## src/rtl/matrix_stream_loader.sv

```systemverilog
// matrix_stream_loader
// Collects a serial stream of unsigned elements into operand matrices A then B
// (row-major, 2*N*N elements per frame) and presents them as flat buses for
// the 4x4 parallel matrix multiplier. Frames whose last-element marker does
// not line up with the element count are flagged and discarded.
//
// Optional feature macro: MATLOAD_DBUF_EN
//   undefined : one register set, which is filled and then held for the consumer.
//   defined   : separate assembly and output registers, so the next frame can be
//               collected while the current one waits for mat_ready_i.
module matrix_stream_loader #(
    parameter int ELEM_W = 3,
    parameter int N      = 4
) (
    input  logic                  clk_i,
    input  logic                  rst_i,
    input  logic                  in_valid_i,
    output logic                  in_ready_o,
    input  logic [ELEM_W-1:0]     in_data_i,
    input  logic                  in_last_i,
    output logic                  mat_valid_o,
    input  logic                  mat_ready_i,
    output logic [N*N*ELEM_W-1:0] a_flat_o,
    output logic [N*N*ELEM_W-1:0] b_flat_o,
    output logic                  frame_err_o
);
    localparam int FRAME = 2 * N * N;
    localparam int MAT_W = N * N * ELEM_W;
    localparam int CNT_W = $clog2(FRAME);
    localparam logic [CNT_W-1:0] CNT_LAST = CNT_W'(FRAME - 1);

    // S_LOAD  : collecting elements.
    // S_DRAIN : dropping the tail of a frame that overran its length.
    // S_HOLD  : no room for more elements. Single buffer: the output frame is
    //           being presented. Double buffer: the output is presented and
    //           the assembly register also holds a complete frame.
    typedef enum logic [1:0] {S_LOAD, S_HOLD, S_DRAIN} state_e;

    state_e             state_q, state_d;
    logic [CNT_W-1:0]   cnt_q, cnt_d;
    logic               frame_err_q, frame_err_d;
    logic [2*MAT_W-1:0] asm_q, asm_d;   // A in the low half, B in the high half
    logic               accept;
    logic               at_end;
    logic               store;

    assign in_ready_o = (state_q != S_HOLD);
    assign accept     = in_valid_i & in_ready_o;
    assign at_end     = (cnt_q == CNT_LAST);
    // An element is kept only when its marker agrees with its position; a
    // marker mismatch aborts the frame, so that element is never written.
    assign store      = (state_q == S_LOAD) && accept && (at_end == in_last_i);

`ifdef MATLOAD_DBUF_EN
    logic [2*MAT_W-1:0] out_q, out_d;
    logic               out_vld_q, out_vld_d;
    logic               out_free;

    // Output register can take a frame now: empty, or being handed off this cycle.
    assign out_free = !out_vld_q || mat_ready_i;
`endif

    // Next-state: element counting, framing checks and hand-off sequencing.
    always_comb begin
        state_d     = state_q;
        cnt_d       = cnt_q;
        frame_err_d = 1'b0;
        case (state_q)
            S_LOAD: begin
                if (accept) begin
                    if (!at_end) begin
                        if (in_last_i) begin
                            frame_err_d = 1'b1;     // early last: restart the frame
                            cnt_d       = '0;
                        end else begin
                            cnt_d = cnt_q + 1'b1;
                        end
                    end else if (in_last_i) begin
                        cnt_d = '0;
`ifdef MATLOAD_DBUF_EN
                        if (!out_free) state_d = S_HOLD;
`else
                        state_d = S_HOLD;
`endif
                    end else begin
                        frame_err_d = 1'b1;         // missing last: skip to the marker
                        state_d     = S_DRAIN;
                    end
                end
            end
            S_HOLD: begin
                if (mat_ready_i) state_d = S_LOAD;
            end
            S_DRAIN: begin
                if (accept && in_last_i) begin
                    cnt_d   = '0;
                    state_d = S_LOAD;
                end
            end
            default: state_d = S_LOAD;
        endcase
    end

    // Write the incoming element into its row-major slot of the assembly frame.
    always_comb begin
        asm_d = asm_q;
        for (int k = 0; k < FRAME; k++) begin
            if (store && (cnt_q == CNT_W'(k))) asm_d[k*ELEM_W +: ELEM_W] = in_data_i;
        end
    end

    // Control and assembly registers.
    always_ff @(posedge clk_i or posedge rst_i) begin
        if (rst_i) begin
            state_q     <= S_LOAD;
            cnt_q       <= '0;
            frame_err_q <= 1'b0;
            asm_q       <= '0;
        end else begin
            state_q     <= state_d;
            cnt_q       <= cnt_d;
            frame_err_q <= frame_err_d;
            asm_q       <= asm_d;
        end
    end

`ifdef MATLOAD_DBUF_EN
    // Output register: released on hand-off, reloaded from a finished frame
    // (the one completing this cycle, or the one parked in the assembly register).
    always_comb begin
        out_d     = out_q;
        out_vld_d = out_vld_q;
        if (out_vld_q && mat_ready_i) out_vld_d = 1'b0;
        if (store && at_end && out_free) begin
            out_d     = asm_d;
            out_vld_d = 1'b1;
        end else if ((state_q == S_HOLD) && mat_ready_i) begin
            out_d     = asm_q;
            out_vld_d = 1'b1;
        end
    end

    // Output register state.
    always_ff @(posedge clk_i or posedge rst_i) begin
        if (rst_i) begin
            out_q     <= '0;
            out_vld_q <= 1'b0;
        end else begin
            out_q     <= out_d;
            out_vld_q <= out_vld_d;
        end
    end

    assign mat_valid_o = out_vld_q;
    assign a_flat_o    = out_q[MAT_W-1:0];
    assign b_flat_o    = out_q[2*MAT_W-1:MAT_W];
`else
    assign mat_valid_o = (state_q == S_HOLD);
    assign a_flat_o    = asm_q[MAT_W-1:0];
    assign b_flat_o    = asm_q[2*MAT_W-1:MAT_W];
`endif

    assign frame_err_o = frame_err_q;

endmodule

```

## config.mk

```make
export PLATFORM = sky130hd
export DESIGN_NAME = matrix_stream_loader
export DESIGN_NICKNAME = d
export VERILOG_FILES = /design/src/rtl/matrix_stream_loader.sv
export SDC_FILE = /design/constraint.sdc
export NUM_CORES = 1
export LEC_CHECK = 0
export ABC_AREA = 1
export CORE_ASPECT_RATIO = 1.1
export CORE_MARGIN = 1.5
export CORE_UTILIZATION = 40
export DETAILED_ROUTE_END_ITERATION = 16
export PLACE_DENSITY = 0.67
export SYNTH_ARGS = -nofsm -noshare
export SYNTH_HDL_FRONTEND = slang
export SYNTH_SLANG_ARGS = --single-unit
```

## constraint.sdc

```tcl
create_clock -name clk_i -period 8.5 [get_ports clk_i]
set_clock_uncertainty 0.15 [all_clocks]
set_input_delay 1.7 -clock clk_i [delete_from_list [all_inputs] [get_ports clk_i]]
set_output_delay 1.7 -clock clk_i [all_outputs]
set_load 0.02 [all_outputs]
```

* Word level (Yosys, flattened, before mapping)
Index checks and enable logic that the tools add are counted.
** Word-level totals
- Bits of input ports :: 8
- Word-level logic and storage cells :: 134
- Flip-flop bits (word level) :: 104
- Output and inout port bits :: 99
** Operators by class
- Equality and inequality tests :: 40
- Add/sub/neg operators :: 1
- Mux-type cells :: 17
- Bitwise operators :: 1
- Reduce and logical (&&, ||, !) cells :: 40
** Operator list (number)
- $eq A5 B5 Y1 const B :: 16
- $eq A5 B4 Y1 const B :: 8
- $logic_and A1 B1 Y1 :: 35
- $mux W5 :: 5
- $eq A5 B3 Y1 const B :: 4
- $eq A5 B2 Y1 const B :: 2
- $mux W2 :: 5
- $pmux W5 S2 :: 1
- $reduce_and A4 Y1 :: 2
- $ne A2 B2 Y1 const B :: 3
- $pmux W2 S3 :: 1
- $add A5 B1 Y5 const B :: 1
- $eq A5 B1 Y1 const B :: 1
- $logic_not A5 Y1 :: 1
- $mux W1 :: 5
- $ne A2 B1 Y1 const B :: 2
- $ne A3 B3 Y1 const B :: 1
- $eq A2 B1 Y1 const B :: 1
- $eq A2 B2 Y1 const B :: 1
- $logic_not A2 Y1 :: 1
- $reduce_bool A2 Y1 :: 1
- $and A1 B1 Y1 :: 1
- $eq A1 B1 Y1 :: 1

* Depth between registers and ports, before layout
Gate-level depths: netlist (run 1).
- Depth in word-level cells :: 5
- Gate-level depth with buffers :: 11
- Mapped depth without buffers :: 11

* Least setup slack after synthesis (run 1)
OpenSTA, ideal clock, no wires.
- Path type :: input port to flip-flop
- Start point :: in in_last_i
- End point :: reg asm_q[2]
- Buffers on the path :: 1
- Data required time :: 8.221 ns
- Arrival :: 2.744 ns
- Library setup time :: 0.129 ns
- Setup slack :: 5.477 ns
- Cell stages on the path :: 8
- Cell sequence :: inv_1 ha_1 nand3_4 nor2_8 buf_12 nand2_4 nand2_1 o21ai_2
** On the way
- Longest elaborated chain between the ends :: 3
** RTL lines
- from (decl) :: line 20 : input logic in_last_i,
- $eq A1 B1 Y1 :: line 52 : assign store = (state_q == S_LOAD) && accept && (at_end == in_last_i);
- $logic_and A1 B1 Y1 :: line 52
- $logic_and A1 B1 Y1 :: line 108 : if (store && (cnt_q == CNT_W'(k))) asm_d[k*ELEM_W +: ELEM_W] = in_data_i;
- to (signal assigned) :: line 123 : asm_q <= asm_d;
- to (decl) :: line 42 : logic [2*MAT_W-1:0] asm_q, asm_d;
No other way between the ends.
A chain may end at the register's enable or synchronous reset.

* Final worst setup path (run 1)
- Start point :: in in_last_i
- End point :: reg asm_q[35]
The elaborated chain is that of the path after synthesis.

==> results of run 1 <==
-- per-layer routing --
metal	global-route usage, %	vias to the layer above
li1	-	1616
met5	0	-
met3	4.21	11
met2	30.4	93
met4	6.30	0
met1	25.3	1615
-- layout make-up --
| cell class | instances | area [um2] | share of cell area [%] |
|---|---|---|---|
| clock buffers | 10 | 239 | 4.14 |
| clock inverters | 6 | 53.8 | 0.932 |
| well taps | 143 | 179 | 3.10 |
| multi-input cells | 290 | 1530 | 26.4 |
| repair buffers | 109 | 1080 | 18.8 |
| flip-flops and latches | 104 | 2600 | 45.1 |
| inverters | 23 | 88.8 | 1.54 |
-- cell families after synthesis --
logic type / count (synthesis) / synth area share (%)
flops: 104 / 60.7
simple gates: 178 / 20.7
compound gates: 105 / 12.9
buf+inv: 34 / 3.73
fa+ha+maj: 7 / 2.04
-- power by group --
group / switching, W / leakage (nW) / internal, W
logic: 0.000248 / 1.21 / 0.000183
clock network: 0.000190 / 0.141 / 0.000211
registers: 0.0000553 / 1.42 / 0.000574
-- metrics by stage --
step | std cells | utilization, %
6_report | 685 | 55.5
5_1_grt | 685 | 55.5
3_5_place_dp | 669 | 52.7
2_1_floorplan | 428 | -
3_3_place_gp | 669 | 52.7
4_1_cts | 685 | 55.5
-- tightest hold or removal path: cells and delay by family, from the launching register on --
family	cells	cell delay (ps)
flops	1	340
simple gates	1	50
compound gates	1	60
-- state kept, by name, summed over array words and instances, names as in the netlist --
name	cells
frame_err_o	1
state_q	2
asm_q	96
cnt_q	5
-- placed cells by master, fill, tap and decap left out, types with 2 or more instances in the layout --
cell             count
ha_1                 7
nand3_1              3
o21ai_2              2
a21oi_1              4
nor2_8               2
clkinv_4             4
o21a_1               6
clkdlybuf4s50_1    106
nor2_1              26
nor3_1               2
inv_1               22
nand2_1            120
nand2_4             20
clkbuf_16            9
dfrtp_1            104
o21ai_0             33
buf_4                3
o21ai_1             58
-- worst max path at each step --
stage                         start  cells after the start  slack [ps]         to
after floorplan               rst_i                      1        3920   asm_q[0]
after global placement    in_last_i                      8        4640  asm_q[62]
after detailed placement  in_last_i                      8        4510  asm_q[35]
after CTS                 in_last_i                      8        4890  asm_q[35]
after global routing      in_last_i                      8        4750  asm_q[32]
final                     in_last_i                      8        4930  asm_q[35]
==> metrics, run 1 <==
placed cell areas=roughly 5500 um2; WL final=10300 um; Post-DP HPWL=7120 um; via count=3335; endpoints failing hold=0; relative slew slack=about 25%; Max Fclk=280 MHz; total CTS buffers=9; leading area contributor after synthesis=dfrtp_1; CTS tree=done; DR vias/cell=4.87; crit-path max FO=15; post-CTS sizing=0; Post-Syn Area=~4300 um2; Starting DRT DRC Count=200; Total GRT Usage=18.9%; clock period minus worst slack=3570 ps; CTS max path bufs=2; critical path's top delay family=simple AND/OR/NAND/NOR gates; ant diodes=0; Design Area, Final=~5800 um2; WL met2=4940 um; Synth cell types=23; ranking of synthesized cells by area=dfrtp_1 61%, nand2_1 11%, o21ai_1 6.8%; input/output buffers=106; reg2reg path depth=10; slowest cell delay on critical path=480 ps; synthesis-to-finish area growth=34.6%; Hold EP=asm_q[25]; Startpoint Class=input pin; Synth Flop Type=dfrtp_1; gr ovfl total=0; CP Data Arrival Time=between 3000 and 4000 ps; Crit Path Class=input pin to register; post-layout power=between 0.001 and 0.0015 W; Ys Warns=0; Worst Tran Pin Value=1130 ps; postcts setup bufs=0; drt drc=0; Final Max Slew Viols=0; worst path cell trace=clkdlybuf4s50_1 -> inv_1 -> ha_1 -> nand3_4 -> nor2_8 -> nand2_1 -> nand2_1 -> o21ai_0; cell seen most often among critical-path stages=nand2_1; H-tree levels=3; highest metal used=met4; WL/cell=15.0 um; vias in the first global route=between 3000 and 4000; Hold Path Depth=2; fraction of layout cells with a size suffix above 1=8.67%; power per cell area=around 250 nW/um2; M1 WL=roughly 4700 um; CTS Hold Bufs=0; most numerous cell in the Yosys netlist=nand2_1; worst hold margin=344 ps; Peak VDD IR=around 0.11 mV; Post-synth EDFFs=0; Reg2Reg Setup Slack=5820 ps; initial antenna violation count=0; Yosys reg bits=about 100; most frequent cells after synthesis=120 x nand2_1, 104 x dfrtp_1, 58 x o21ai_1; Initial Util=41.3%; fill count=930; max capacitance violation total=0; DRT Pass-1 Iters=4; Post-layout nets=552; CTS sink count=104; core area=10400 um2; Die Y=112 um; # setup viols final=0; ys async rst share=between 90% and 100%; outcome=complete, no violations; min-delay src=asm_q[25]; R2R Path Start=cnt_q[0]; largest net degree at the start of global routing=54; Root Driver=clkbuf_16; Synth Instances=~430; Leak=2.78 nW; RSZ-0062 raised after global routing=no; setup ws final=roughly 4900 ps; syn_area_per_cell=10.0 um2; die width=102 um; CP endpoint kind=register; worst endpoint required time=8530 ps; fin crit share=between 40 and 50%; RR Endpoint=asm_q[35]; worst path bufs/invs=2; post-synthesis sequential area ratio=60.7%; Clk pin slew, worst setup/hold paths=70 ps; master of the slowest instance on the critical path=clkdlybuf4s50_1; Post-DRT Antenna Nets=0; Syn Nets=443; Synth top area share=60.7%; gpl congestion=0.837; type of the tightest min-delay check=register to register; first-pass GRT wire length=16400 um; met3 WL=485 um; number of I/O pins=107; die area=11400 um2; worst slack, placed=approximately 4500 ps; setup TNS=0 ps; # rows=39; clk_lat worst skew=around 340 ps
Note: power is estimated with default switching activity, not from simulation.
==> inputs of run 2 (changes only) <==
--- a/config.mk
+++ b/config.mk
@@ -10,7 +10,7 @@
 export CORE_MARGIN = 1.5
 export CORE_UTILIZATION = 40
 export DETAILED_ROUTE_END_ITERATION = 16
-export PLACE_DENSITY = 0.67
+export PLACE_DENSITY = 0.7
 export SYNTH_ARGS = -nofsm -noshare
 export SYNTH_HDL_FRONTEND = slang
 export SYNTH_SLANG_ARGS = --single-unit
==> constraint.sdc (replaced) <==
create_clock -name clk_i -period 3.05 [get_ports clk_i]
set_clock_uncertainty 0.15 [all_clocks]
set_input_delay 0.61 -clock clk_i [delete_from_list [all_inputs] [get_ports clk_i]]
set_output_delay 0.61 -clock clk_i [all_outputs]
set_load 0.02 [all_outputs]
==> metrics, run 2 (synthesized netlist as in run 1, its figures left out) <==
Starting DRT DRC Count=217 (+8.5%); commonest non-fill, non-tap cell in the layout=nand2_1; Seq pwr share=42.7% (-0.4 points); Top Registers=asm_q: 96 flops, cnt_q: 5 flops, state_q: 2 flops; Crit Path Class=register to register; WL final=10200 um (-0.30%); via count=3324 (-0.33%); Final Max Slew Viols=0 (unchanged); initial antenna violation count=0 (unchanged); sw frac=32.4% (-1.4 points); reg2reg path depth=11 (+1); Root Driver=clkbuf_16; # setup viols final=0 (unchanged); max capacitance violation total=0 (unchanged); post-CTS sizing=0 (unchanged); total CTS buffers=9 (unchanged); synthesis-to-finish area growth=35.8%; end point of the critical path=asm_q[25]; CTS max path bufs=2 (unchanged); postcts setup bufs=0 (unchanged); Largest register FFs=96 (unchanged); fill count=909 (-2.3%); Post-layout nets=556 (+0.72%); power per cell area=703 nW/um2 (+180%); fin crit share=84.9%; die area=11400 um2 (unchanged); number of I/O pins=107 (unchanged); outcome=complete, no violations; largest net degree at the start of global routing=105 (+94%); die width=102 um (unchanged); Comb pwr share=29.8% (+0.3 points); CP endpoint kind=register; RSZ-0062 raised after global routing=no; worst endpoint required time=3100 ps (-5430 ps); first-pass GRT wire length=17000 um (+3.4%); Max Fclk=386 MHz; DRT Pass-1 Iters=5 (+1); CTS Hold Bufs=0 (unchanged); R2R Path Start=cnt_q[0]; H-tree levels=3 (unchanged); Initial Util=41.3% (unchanged); relative slew slack=59.1% (+34 points); # rows=39 (unchanged); WL/cell=14.9 um (-0.74%); fraction of layout cells with a size suffix above 1=8.99% (+0.32 points); placed cell areas=5540 um2 (+1.0%); CP Launch Point=cnt_q[0]; Post-DP HPWL=7120 um (unchanged); most frequent cells in the layout=120 x nand2_1, 106 x clkdlybuf4s50_1, 104 x dfrtp_1; input/output buffers=106 (unchanged); core area=10400 um2 (unchanged); CTS tree=done; drt drc=0 (unchanged); CP Data Arrival Time=2640 ps (-970 ps); sw power=0.00133 W (+170%); Reg2Reg Setup Slack=460 ps (-5360 ps); gpl congestion=0.915 (+9.3%); Startpoint Class=register; Worst Tran Pin Value=613 ps (-516 ps); CTS sink count=104 (unchanged); Reg with most FFs=asm_q; setup TNS=0 ps (unchanged); Post-DRT Antenna Nets=0 (unchanged); Clk pin slew, worst setup/hold paths=70 ps (about the same); Die Y=112 um (unchanged); crit-path max FO=11 (-4); DR vias/cell=4.83 (-0.76%); Int Pwr=0.00277 W (+190%); gr ovfl total=0 (unchanged); clock share of power=27.5% (about the same); clk_lat worst skew=340 ps (about the same); min-delay src=asm_q[16]; ant diodes=0 (unchanged); Total GRT Usage=19.3% (+0.35 points); Leak=2.81 nW (+1.1%); type of the tightest min-delay check=register to register; clock period minus worst slack=2590 ps; Peak VDD IR=0.278 mV (+140%); RR Endpoint=asm_q[25]; Design Area, Final=5820 um2 (+0.89%); vias in the first global route=3351 (+4.6%); endpoints failing hold=0 (unchanged)
## run 2: power by group through the flow
| stage | Sequential [W] | Clock, W | Combinational [W] |
|---|---|---|---|
| 6_report | 0.00175 | 0.00113 | 0.00122 |
| 3_3_place_gp | 0.00177 | 0 | 0.00121 |
| 4_1_cts | 0.00175 | 0.00114 | 0.00123 |
| 5_1_grt | 0.00178 | 0.00122 | 0.00133 |
| 2_1_floorplan | 0.00199 | 0 | 0.000458 |
| 3_5_place_dp | 0.00177 | 0 | 0.00123 |
## run 2: routing by layer
layer / share of wire (%) / vias up / global-route usage (%)
met3: 5.1 / 15 / 3.83
met2: 48 / 104 / 30.8
met5: 0 / - / 0
li1: - / 1621 / -
met1: 46 / 1584 / 26.4
met4: 1.1 / 0 / 5.93
## run 2: how the worst min path moves through the flow
stage,end,slack (ps),cells after the start
after floorplan,cnt_q[2],390,2
after global placement,asm_q[28],320,2
after detailed placement,asm_q[62],320,2
after CTS,asm_q[62],340,2
after global routing,asm_q[28],360,2
final,asm_q[16],340,2
## run 2: worst max-delay path: stages (launching register included)
cell and delay [ps]:
dfrtp_1 400, ha_1 230, inv_1 100, nor2_1 80
ha_1 230, ha_1 350, nand3_4 160, nor2_8 270
buf_4 250, nand2_4 80, nand2_1 80, o21ai_1 60
## run 2: area by class of cell
cell class,instances,area [um2],area share [%]
Clock buffer,11,243,4.17
Clock inverter,4,45.0,0.773
Tap cell,143,179,3.07
Timing Repair Buffer,113,1140,19.5
Sequential cell,104,2600,44.7
Multi-Input combinational cell,290,1530,26.2
Inverter,23,90.1,1.55
## run 2: stage by stage
stage | cells | power [W] | hold slack, ps | utilization (%) | setup WS, ps
floorplan | 428 | 0.00245 | 390 | - | 855
global placement | 673 | 0.00297 | 320 | 53.3 | 354
detailed placement | 673 | 0.00300 | 324 | 53.3 | 306
CTS | 688 | 0.00413 | 339 | 56.0 | 458
global route | 688 | 0.00433 | 362 | 56.0 | 280
finish | 688 | 0.00409 | 338 | 56.0 | 461
